$ cat src/rtl/cpu_player.sv
// Computer opponent: waits TICK_DIV cycles, samples rnd against difficulty and
// issues a single-cycle press followed by a cooldown; halts for good on game_over.
module cpu_player #(
   parameter int TICK_DIV    = 1024,
   parameter int COOL_CYCLES = 4
) (
   input  logic       CLOCK_50,
   input  logic       reset,
   input  logic       enable,
   input  logic [9:0] rnd,
   input  logic [8:0] difficulty,
   input  logic       game_over,
   output logic       press,
   output logic [7:0] press_cnt
);

   typedef enum logic [2:0] {
      IDLE     = 3'd0,
      WAIT     = 3'd1,
      SAMPLE   = 3'd2,
      PRESS    = 3'd3,
      COOLDOWN = 3'd4,
      HALT     = 3'd5
   } state_t;

   localparam logic [15:0] TICK_LAST = 16'(TICK_DIV - 1);
   localparam logic [7:0]  COOL_LAST = 8'(COOL_CYCLES - 1);

   state_t      state_r;
   state_t      next_state_s;
   logic [15:0] tick_r;
   logic [15:0] tick_nxt_s;
   logic [7:0]  cool_r;
   logic [7:0]  cool_nxt_s;
   logic        press_r;
   logic [7:0]  press_cnt_r;
   logic        hit_s;

   assign hit_s     = (rnd < {1'b0, difficulty});
   assign press     = press_r;
   assign press_cnt = press_cnt_r;

   // Next-state and counter update; game_over outranks enable, HALT is sticky.
   always_comb begin
      next_state_s = state_r;
      tick_nxt_s   = tick_r;
      cool_nxt_s   = cool_r;
      if (game_over) begin
         next_state_s = HALT;
         tick_nxt_s   = 16'd0;
         cool_nxt_s   = 8'd0;
      end else if (!enable && (state_r != HALT)) begin
         next_state_s = IDLE;
         tick_nxt_s   = 16'd0;
         cool_nxt_s   = 8'd0;
      end else begin
         case (state_r)
            IDLE: begin
               tick_nxt_s   = 16'd0;
               cool_nxt_s   = 8'd0;
               next_state_s = WAIT;
            end
            WAIT: begin
               if (tick_r == TICK_LAST) begin
                  next_state_s = SAMPLE;
                  tick_nxt_s   = 16'd0;
               end else begin
                  tick_nxt_s   = tick_r + 16'd1;
               end
            end
            SAMPLE: begin
               tick_nxt_s = 16'd0;
               if (hit_s) begin
                  next_state_s = PRESS;
               end else begin
                  next_state_s = WAIT;
               end
            end
            PRESS: begin
               cool_nxt_s   = 8'd0;
               next_state_s = COOLDOWN;
            end
            COOLDOWN: begin
               if (cool_r == COOL_LAST) begin
                  next_state_s = WAIT;
                  cool_nxt_s   = 8'd0;
                  tick_nxt_s   = 16'd0;
               end else begin
                  cool_nxt_s   = cool_r + 8'd1;
               end
            end
            HALT: begin
               next_state_s = HALT;
               tick_nxt_s   = 16'd0;
               cool_nxt_s   = 8'd0;
            end
            default: begin
               next_state_s = IDLE;
               tick_nxt_s   = 16'd0;
               cool_nxt_s   = 8'd0;
            end
         endcase
      end
   end

   // State, counters and registered outputs; press is decoded from the next state
   // so it lines up with the PRESS cycle itself.
   always_ff @(posedge CLOCK_50) begin
      if (reset) begin
         state_r     <= IDLE;
         tick_r      <= 16'd0;
         cool_r      <= 8'd0;
         press_r     <= 1'b0;
         press_cnt_r <= 8'd0;
      end else begin
         state_r <= next_state_s;
         tick_r  <= tick_nxt_s;
         cool_r  <= cool_nxt_s;
         press_r <= (next_state_s == PRESS);
         if ((next_state_s == PRESS) && (press_cnt_r != 8'd255)) begin
            press_cnt_r <= press_cnt_r + 8'd1;
         end else begin
            press_cnt_r <= press_cnt_r;
         end
      end
   end

endmodule
$ cat config.mk
export PLATFORM = sky130hd
export DESIGN_NAME = cpu_player
export DESIGN_NICKNAME = d
export VERILOG_FILES = /design/src/rtl/cpu_player.sv
export SDC_FILE = /design/constraint.sdc
export NUM_CORES = 1
export LEC_CHECK = 0
export CORE_UTILIZATION = 57
export CTS_BUF_LIST = sky130_fd_sc_hd__clkbuf_4 sky130_fd_sc_hd__clkbuf_8 sky130_fd_sc_hd__clkbuf_16
export CTS_CLUSTER_DIAMETER = 200
export DETAILED_ROUTE_END_ITERATION = 12
export PLACE_DENSITY = 0.81
export SLEW_MARGIN = 0
export SYNTH_ARGS = -nofsm -noshare
export SYNTH_HDL_FRONTEND = slang
export SYNTH_SLANG_ARGS = --single-unit
$ cat constraint.sdc
create_clock -name CLOCK_50 -period 5.45 [get_ports CLOCK_50]
set_clock_uncertainty 0.1 [all_clocks]
set_input_delay 1.09 -clock CLOCK_50 [delete_from_list [all_inputs] [get_ports CLOCK_50]]
set_output_delay 1.09 -clock CLOCK_50 [all_outputs]
set_load 0.01 [all_outputs]
* Word-level counts from Yosys, hierarchy flattened *
Cells that the tools add are included.

storage, ports and cells
  register bits = 36
  output and inout bits = 9
  word-level logic and storage cells = 39
  input port bits = 23

operators by class
  add/sub/neg operators = 3
  reduce and logical (&&, ||, !) cells = 7
  $lt $le $gt $ge = 1
  equality and inequality tests = 11
  mux-type cells = 11
  bitwise gates (word level) = 1

operators with widths
  operator                                                           number
  16-bit one-hot mux with 3 select lines                             1
  16-bit 2-to-1 mux                                                  2
  3-bit one-hot mux with 6 select lines                              1
  16-bit by 1-bit adder with 16-bit output, second input constant    1
  8-bit by 1-bit adder with 8-bit output, second input constant      2
  16-bit by 10-bit == test with 1-bit output, second input constant  1
  8-bit one-hot mux with 2 select lines                              1
  3-bit 2-to-1 mux                                                   4
  10-bit by 9-bit less-than comparator with 1-bit output             1
  3-bit by 2-bit == test with 1-bit output, second input constant    3
  8-bit by 2-bit == test with 1-bit output, second input constant    1
  8-bit 2-to-1 mux                                                   1
  8-bit inequality test, second input constant                       1
  3-bit == test, second input constant                               2
  3-bit by 1-bit == test with 1-bit output, second input constant    1
  3-bit zero test                                                    1
  3-bit inequality test, second input constant                       1
  3-bit OR reduction                                                 1
  1-bit logical AND                                                  2
  2-bit 2-to-1 mux                                                   1
  2-bit inequality test, second input constant                       1
  2-bit AND reduction                                                1
  2-bit OR reduction                                                 1
  1-bit zero test                                                    1
  1-bit NOT                                                          1

* Longest topological paths before layout *
Gate-level depths: netlist (run 1).

  word-level depth = 7
  mapped depth = 9
  mapped depth without buffers = 9

* Least setup slack after synthesis (run 1) *
Ideal clock, no wire load.

  kind = input-to-reg
  start point = input port difficulty[4]
  end point = register press_cnt_r[5] (netlist: press_cnt[5])
  buffers on the path = 0
  library setup time = 0.121 ns
  arrival time = 2.905 ns
  cell stages on the path = 9
  slack = 2.324 ns
  data required time = 5.229 ns
  cell sequence = inv_1 ha_1 a21oi_1 nor2_1 a211oi_1 o2111ai_2 a211oi_4 nand4_2 mux2_4

on the way
  word-level cells in the longest chain between the ends = 7

ends and longest elaborated chain
  item                                                    line  RTL
  from (decl)                                             11    input logic [8:0] difficulty,
  10-bit by 9-bit less-than comparator with 1-bit output  39    assign hit_s = (rnd < {1'b0, difficulty});
  2-bit 2-to-1 mux                                        73    if (hit_s) begin
  3-bit one-hot mux with 6 select lines                   57    case (state_r)
  3-bit 2-to-1 mux                                        52    end else if (!enable && (state_r != HALT)) begin
  3-bit 2-to-1 mux                                        48    if (game_over) begin
  3-bit by 2-bit == test with 1-bit output                120   if ((next_state_s == PRESS) && (press_cnt_r != 8'd255)) begin
  1-bit logical AND                                       120
  to (signal assigned)                                    121   press_cnt_r <= press_cnt_r + 8'd1;
  to (signal assigned)                                    123   press_cnt_r <= press_cnt_r;
  to (decl)                                               36    logic [7:0] press_cnt_r;

Every way passes these cells.
A chain may end at the register's enable or synchronous reset.

* Final worst setup path (run 1) *
Ends and elaborated chain as after synthesis.

==> results_dict.tcl, run 1 <==
set metrics [dict create \
    start_util_pct 59.6 \
    worst_slew_pin_slew_ns 0.909 \
    worstSetupStartpointType "input port" \
    status "completed" \
    rr_endpoint "tick_r[10]" \
    hold_violations 0 \
    core-area_mm2 0.00334 \
    fp.dieH_um 61.1 \
    grt_use_met3_pct 7.98 \
    ctsResizeCount 0 \
    cap_viol_max_count 0 \
    drtAntennaViolNets 0 \
    rows 21 \
    h-tree-depth 2 \
    grt.met1_usage_pct 26.3 \
    clkLatencyLatePin_ns 0.33 \
    dp_hpwl_um 2860 \
    die_w_um 61.1 \
    grt_use_met2_pct 37.0 \
    firstDrtPassIters 4 \
    fill_cells 281 \
    grt_max_degree 16 \
    setup_viol 0 \
    via_per_inst 5.52 \
    crit_path_end "press_cnt[5]" \
    layout-area-overhead-vs-synth_pct 19.4 \
    drv_slew 0 \
    diodes 0 \
    grt_usage_pct 22.1 \
    place.port_buffers 31 \
    synthDistinctLibCells 51 \
    synth_edf_count 0 \
    synth_ff_type "dfxtp_1" \
    drt_iter0_markers 66 \
    fin_util_pct 71.2 \
    worstSetupStartpoint "difficulty[4]" \
    crit_required_ns 5.58 \
    wirelength_um 3820 \
    cts_root_buf "clkbuf_4" \
    postSynthAreaPerCell_um2 8.73 \
    postSynthCellCount 228 \
    fin_crit_sh_pct 63.2 \
    gr-total-overflow 0 \
    cts_sinks 36 \
    fin_crit_ns 3.45 \
    hp-class "flip-flop to flip-flop" \
    fmax_mhz 290 \
    yosysSeqAreaShare_pct 36.2 \
    syn_nets 262 \
    route.vias.total 1683 \
    drc 0 \
    busiest_layer "met2" \
    path_clk_slew_ns 0.10 \
    wl_per_cell_um 12.5 \
    antenna_found_initial 0 \
    grt_pass1_vias 1453 \
    cts.path.max_buffers 2 \
    nNetsFinal 295 \
    routabilityCongestion 0.806 \
    cts.hold.buffers_added 0 \
    r2r_setup_slack_ns 2.86 \
    reg2reg_depth 6 \
    critPathKind "input port to flip-flop" \
    crit_arrival_ns 3.58 \
    r2r-start "cool_r[0]" \
    cts_tree "done" \
    ios 32 \
    post_cts_buffers 0 \
    cts_buffers 5 \
    peakVddDrop_mv 0.142 \
    path_max_fanout 9 \
    synthArstFlopShare_pct 0 \
    crit_path_end_kind "flip-flop" \
    grt_pass1_wl_um 6090 \
    die_area_mm2 0.00373 \
    rsz0062_at_grt "false" \
    synth_seq_cells 36 \
    p_leak_uw 0.000874 \
    slew_headroom_pct 39.3 \
    layout-drive-gt1-share_pct 6.95 \
    synth_warnings 0 \
    power_density_mw_per_mm2 184 \
    multi_input_area_mm2 0.00121 \
    synthesis.area_mm2 0.00199 \
    seq_area_um2 721 \
    fin_setup_tns_ns 0 \
]
[cell usage in the layout (no fill, tap or decap), types with 3 or more instances in the layout]
master           count
a21oi_1             20
and3_1               8
clkbuf_4             5
clkdlybuf4s50_1     31
dfxtp_1             36
ha_1                11
inv_1                9
nand2_1             12
nand2b_1             5
nand3_1              9
nand3b_1             8
nand4_1              4
nor2_1              35
nor3_1               4
o21ai_1              5
or3_1                3
xnor2_1              6
xor2_1               9
[layout make-up]
class	instances	area share (%)
multi-input cells	177	51.0
flip-flops and latches	36	30.3
repair buffers	31	13.1
well taps	46	2.42
clock buffers	5	1.58
inverters	10	1.58
[cells in the mapped netlist (2+ instances only)]
cell type	number	area, um2
xor2_1	9	78.8
o21ai_1	5	25.0
nand3b_1	8	60.1
or3_1	3	18.8
clkbuf_1	4	15.0
mux2i_1	2	20.0
xnor2_1	6	52.6
nor2b_1	2	12.5
and3_1	8	50.1
nor3_1	4	20.0
nand2b_1	5	31.3
nand2_1	12	45.0
dfxtp_1	36	721
a22oi_1	2	15.0
and4_4	2	22.5
inv_1	9	33.8
nand4_1	4	25.0
nand3_1	9	45.0
o21ai_0	2	10.0
nor2_1	35	131
a21oi_1	20	100
a21bo_1	2	20.0
ha_1	11	138
[logic make-up after synthesis]
logic type	Yosys count	synth area share, %
compound gates	44	15.8
xor+xnor	15	6.60
fa+ha+maj	11	6.92
buf+inv	15	2.89
flops	36	36.2
mux	3	1.76
simple gates	104	29.8
[routing by layer]
metal	part of all wire, %	up-vias
met1	47	766
met5	0	-
met2	45	35
met4	1.3	0
li1	-	877
met3	6.7	5
[metrics by stage]
stage                     area (um2)  worst slack, ns  hold WS [ns]  cells  power [uW]
after floorplan                 1990             2.32         0.373    228         303
after detailed placement        2340             1.67         0.393    300         326
after global placement          2340             1.74         0.389    300         325
after CTS                       2370             2.02         0.408    305         444
after global routing            2370             1.86         0.434    305         463
final                           2370             2.00         0.406    305         438
[report_power, final]
group	internal (uW)	switching [uW]	total, uW
combinational	26.5	25.8	52.2
clock	43.1	75.6	119
sequential	264	2.78	267
[registers in the layout (all words and copies together) (netlist names)]
name and count:
press 1, tick_r 16, press_cnt 8, cool_r 8, state_r 3
[critical path, cell delays in order]
cell and delay (ns):
clkdlybuf4s50_1 0.45, inv_1 0.04, ha_1 0.28, a21oi_1 0.16, nor2_1 0.06, a211oi_1 0.26
o2111ai_2 0.24, a211oi_4 0.52, nand4_2 0.17, mux2_4 0.31
[how the worst min path moves through the flow]
stage                       startpoint      endpoint  slack [ns]  cells after the start
after global routing      press_cnt[6]  press_cnt[6]        0.43                      2
after CTS                 press_cnt[6]  press_cnt[6]        0.41                      2
after floorplan              cool_r[7]     cool_r[7]        0.37                      2
after detailed placement  press_cnt[6]  press_cnt[6]        0.39                      2
final                     press_cnt[6]  press_cnt[6]        0.41                      2
after global placement       cool_r[7]     cool_r[7]        0.39                      2
Power figures use the tool's default switching activity.
==> run 2, diff against run 1 <==
- CORE_UTILIZATION: 57 -> 53
- PLACE_DENSITY: 0.81 -> 0.76
- clock period: 5.45 -> 3.25 ns (I/O delays scaled with it)
==> results_dict.tcl, run 2 (synthesis gave the netlist of run 1 again) <==
set metrics [dict create \
    status "completed" \
    mostFrequentLayoutCell "dfxtp_1" \
    layout_common_cells "dfxtp_1 (36), nor2_1 (35), clkdlybuf4s50_1 (31)" \
    cts_sinks 36 \
    cts_root_buf "clkbuf_8" \
    place_ws_ns 0.0691 \
    routabilityCongestion 0.792 \
    cts.path.max_buffers 2 \
    r2r-start "cool_r[0]" \
    antenna_found_initial 0 \
    layout-area-overhead-vs-synth_pct 23.8 \
    final_area_mm2 0.00246 \
    grt_pass1_vias 1541 \
    fin_crit_sh_pct 87.8 \
    via_per_inst 5.38 \
    peakVddDrop_mv 0.295 \
    ctsResizeCount 0 \
    path_max_fanout 8 \
    slowest_delay_ns 0.45 \
    diodes 0 \
    die_area_mm2 0.00400 \
    critPathSlowestCell "clkdlybuf4s50_1" \
    fin_crit_ns 2.85 \
    drc 0 \
    drtAntennaViolNets 0 \
    worstSetupStartpointType "input port" \
    drt_iter0_markers 46 \
    power_density_mw_per_mm2 376 \
    h-tree-depth 2 \
    worst_slew_pin_slew_ns 0.886 \
    core-area_mm2 0.00347 \
    start_util_pct 57.4 \
    crit_required_ns 3.33 \
    setup_slack_ns 0.396 \
    hp-start "press_cnt[6]" \
    grt_usage_pct 21.2 \
    wirelength_um 3860 \
    largest_register_ffs 16 \
    cp_cell_sequence "clkdlybuf4s50_1, inv_1, ha_1, a21oi_1, nor2_1, a211oi_1, o2111ai_2, a211oi_4, buf_4, mux2i_1, nor2_1" \
    hp-class "flip-flop to flip-flop" \
    dr.max_layer_used "met4" \
    drv_slew 0 \
    die_w_um 63.3 \
    dp_hpwl_um 2920 \
    grt_max_degree 15 \
    grt_pass1_wl_um 6730 \
    firstDrtPassIters 4 \
    cap_viol_max_count 0 \
    fmax_mhz 350 \
    cts_tree "done" \
    wl_met3_um 173 \
    crit_path_end_kind "flip-flop" \
    cts.hold.buffers_added 0 \
    ios 32 \
    wirelength_met1_um 1890 \
    routed-wl-met2_um 1720 \
    fp.dieH_um 63.3 \
    gr-total-overflow 0 \
    layout-drive-gt1-share_pct 8.71 \
    setup_viol 0 \
    dpl_cell_area_mm2 0.00235 \
    path_clk_slew_ns 0.07 \
    clkLatencyLatePin_ns 0.29 \
    p_leak_uw 0.000920 \
    route.vias.total 1668 \
    cts_buffers 5 \
    hold_violations 0 \
    rows 21 \
    nNetsFinal 297 \
    cpMostUsedCell "nor2_1" \
    fin_setup_tns_ns 0 \
    critPathKind "input port to flip-flop" \
    cp_top_family "compound AO/OA/AOI/OAI gates" \
    post_cts_buffers 0 \
    crit_arrival_ns 2.93 \
    crit_buf_inv 3 \
    wl_per_cell_um 12.4 \
    slew_headroom_pct 40.8 \
    place.port_buffers 31 \
    rsz0062_at_grt "false" \
    power.total_uw 926 \
    largest-register "tick_r" \
    worstSetupStartpoint "difficulty[4]" \
]
==> run 2: metrics by stage <==
stage,cells,utilization (%),hold WS (ns)
2_1_floorplan,228,-,0.373
3_3_place_gp,302,67.8,0.391
3_5_place_dp,302,67.8,0.399
4_1_cts,310,71.0,0.407
5_1_grt,310,71.0,0.448
6_report,310,71.0,0.408
==> run 2: final timing paths <==
check | endpoint | slack [ns] | cells after the start
max | press_cnt[1] | 0.40 | 11
min | press_cnt[6] | 0.41 | 2
max reg2reg | tick_r[11] | 0.65 | 6
min reg2reg | press_cnt[6] | 0.41 | 2
==> run 2: metal layers <==
| metal | vias up | global-route usage, % |
|---|---|---|
| met3 | 8 | 6.16 |
| met2 | 30 | 34.0 |
| met5 | - | 0 |
| li1 | 883 | - |
| met1 | 747 | 26.8 |
| met4 | 0 | 7.67 |
==> run 2: worst register-to-register path, delay by kind of cell (launching register included) <==
kind                     cells  cell delay (ns)
AO/OA/AOI/OAI                3             1.34
adder cells (fa/ha/maj)      1             0.22
AND/OR/NAND/NOR              2             0.41
flip-flops                   1             0.37
==> run 2: cell type report <==
cell class | instances | area (um2)
Sequential cell | 36 | 721
Clock buffer | 6 | 76.3
Multi-Input combinational cell | 177 | 1210
Inverter | 10 | 37.5
Timing Repair Buffer | 33 | 325
Clock inverter | 2 | 35.0
Tap cell | 46 | 57.6
Fill cell | 309 | 1000
==> run 2: where the power goes <==
part	switching [uW]	leakage [uW]	internal [uW]
logic	43.2	0.000570	45.1
clock network	153	0.0000586	236
registers	4.75	0.000291	444
==> run 3, diff against run 2 <==
- MAX_ROUTING_LAYER: not set -> met4
- SLEW_MARGIN: 0 -> 20
- clock period: 3.25 -> 2.9 ns (I/O delays scaled with it)
==> results_dict.tcl, run 3 (synthesis gave the netlist of run 1 again) <==
set metrics [dict create \
    status "completed" \
    critPathSlowestCell "or4_1" \
    internal-power_uw 804 \
    h-tree-depth 2 \
    gr-total-overflow 0 \
    swShare_pct 23.1 \
    path_clk_slew_ns 0.08 \
    cpMostUsedCell "a21oi_1" \
    power_density_mw_per_mm2 420 \
    layout-area-overhead-vs-synth_pct 25.2 \
    antenna_found_initial 0 \
    fin_crit_ns 2.75 \
    clkLatencyLatePin_ns 0.29 \
    cts.path.max_buffers 2 \
    fin_crit_sh_pct 94.9 \
    fin_setup_tns_ns 0 \
    die_w_um 63.3 \
    cts_sinks 36 \
    largest_register_ffs 16 \
    seq_area_um2 721 \
    post_cts_buffers 0 \
    crit_required_ns 3.02 \
    dp_hpwl_um 2860 \
    cts_buffers 5 \
    grt_usage_pct 22.5 \
    hold_violations 0 \
    layout_common_cells "dfxtp_1 (36), nor2_1 (35), clkdlybuf4s50_1 (31)" \
    cap_viol_max_count 0 \
    setup_viol 0 \
    multi_input_area_mm2 0.00122 \
    p_comb_share_pct 9.8 \
    fill_cells 289 \
    worstSetupStartpointType "input port" \
    routabilityCongestion 0.807 \
    path_max_fanout 5 \
    p_leak_uw 0.000929 \
    cts_root_buf "clkbuf_8" \
    rows 21 \
    start_util_pct 57.4 \
    cts_tree "done" \
    seqPwrFrac_pct 48.0 \
    drt_iter0_markers 66 \
    crit_path_end_kind "flip-flop" \
    diodes 0 \
    hp-class "flip-flop to flip-flop" \
    slowest_delay_ns 0.50 \
    grt_max_degree 15 \
    ios 32 \
    fp.dieH_um 63.3 \
    peakVddDrop_mv 0.385 \
    drc 0 \
    route.vias.total 1716 \
    grt_pass1_vias 1604 \
    crit_arrival_ns 2.88 \
    place.port_buffers 31 \
    worst_slew_pin_slew_ns 0.625 \
    drv_slew 0 \
    power.total_uw 1050 \
    firstDrtPassIters 4 \
    fmax_mhz 363 \
    via_per_inst 5.48 \
    grt_pass1_wl_um 6930 \
    power.share.clock_pct 42.2 \
    holdPathStages 2 \
    layout-drive-gt1-share_pct 10.1 \
    slew_headroom_pct 58.3 \
    wl_per_cell_um 12.7 \
    drtAntennaViolNets 0 \
    reg2reg_depth 8 \
    mostFrequentLayoutCell "dfxtp_1" \
    p_sw_uw 242 \
    die_area_mm2 0.00400 \
    cp_cell_sequence "clkdlybuf4s50_1, inv_1, ha_1, a21oi_1, nor2_1, a211oi_2, o2111ai_2, buf_4, or4_1, a21oi_1" \
    critPathKind "input port to flip-flop" \
    wirelength_um 3990 \
    largest-register "tick_r" \
    nNetsFinal 300 \
    core-area_mm2 0.00347 \
]
-- run 3: changes by cell type in the layout (fill, tap and decap cells not counted), sizes merged --
cell and change:
clkbuf -1, clkinvlp +1, buf +3
-- run 3: final cells by class --
cell class,instances,share of cell area [%]
multi-input combinational,177,48.8
sequential,36,28.9
timing repair buffer,36,14.0
clock buffer,5,2.76
tap,46,2.31
clock inverter,3,1.71
inverter,10,1.51
-- run 3: worst max-delay path: cells and delay by family --
family	cells	cell delay (ns)
adders and majority gates	1	0.28
and+or+nand+nor	2	0.58
AOI/OAI and AO/OA	4	0.73
buffers and inverters	3	0.69
-- run 3: per-layer routing --
layer  up-vias  wire [um]  GRT usage [%]  part of all wire (%)
li1        885          -              -                     -
met2        34       1860           37.0                    47
met3         6        170           5.07                   4.3
met5         -          0              -                     0
met4         0         63           8.52                   1.6
met1       791       1900           26.8                    48
-- run 3: through the flow --
stage               area, um2  std cells  utilization [%]  worst slack [ns]  hold slack [ns]
finish                   2490        313             71.8             0.148            0.423
global route             2490        313             71.8        -0.0000888            0.445
CTS                      2490        313             71.7             0.130            0.421
detailed placement       2370        305             68.5            -0.193            0.403
global placement         2370        305             68.5           -0.0530            0.390
floorplan                1990        228                -             0.284            0.373
-- run 3: repair_timing --
item,4_1_cts,5_1_grt
endpoints found under the hold margin,0,0
resized for setup,0,1
hold buffers,0,0
endpoints found under the setup margin,0,1
-- run 3: path summary, 6_finish.rpt --
path | endpoint | startpoint | slack [ns]
worst max-delay path | press_cnt[6] | difficulty[4] | 0.15
worst min-delay path | cool_r[7] | cool_r[7] | 0.42
worst min register to register | cool_r[7] | cool_r[7] | 0.42
worst max register to register | tick_r[10] | cool_r[0] | 0.41
-- run 3: power by group through the flow --
stage	combinational [uW]	sequential [uW]	clock [uW]
3_5_place_dp	101	513	0
5_1_grt	116	503	472
6_report	103	502	441
2_1_floorplan	58.7	510	0
3_3_place_gp	99.9	514	0
4_1_cts	102	502	453
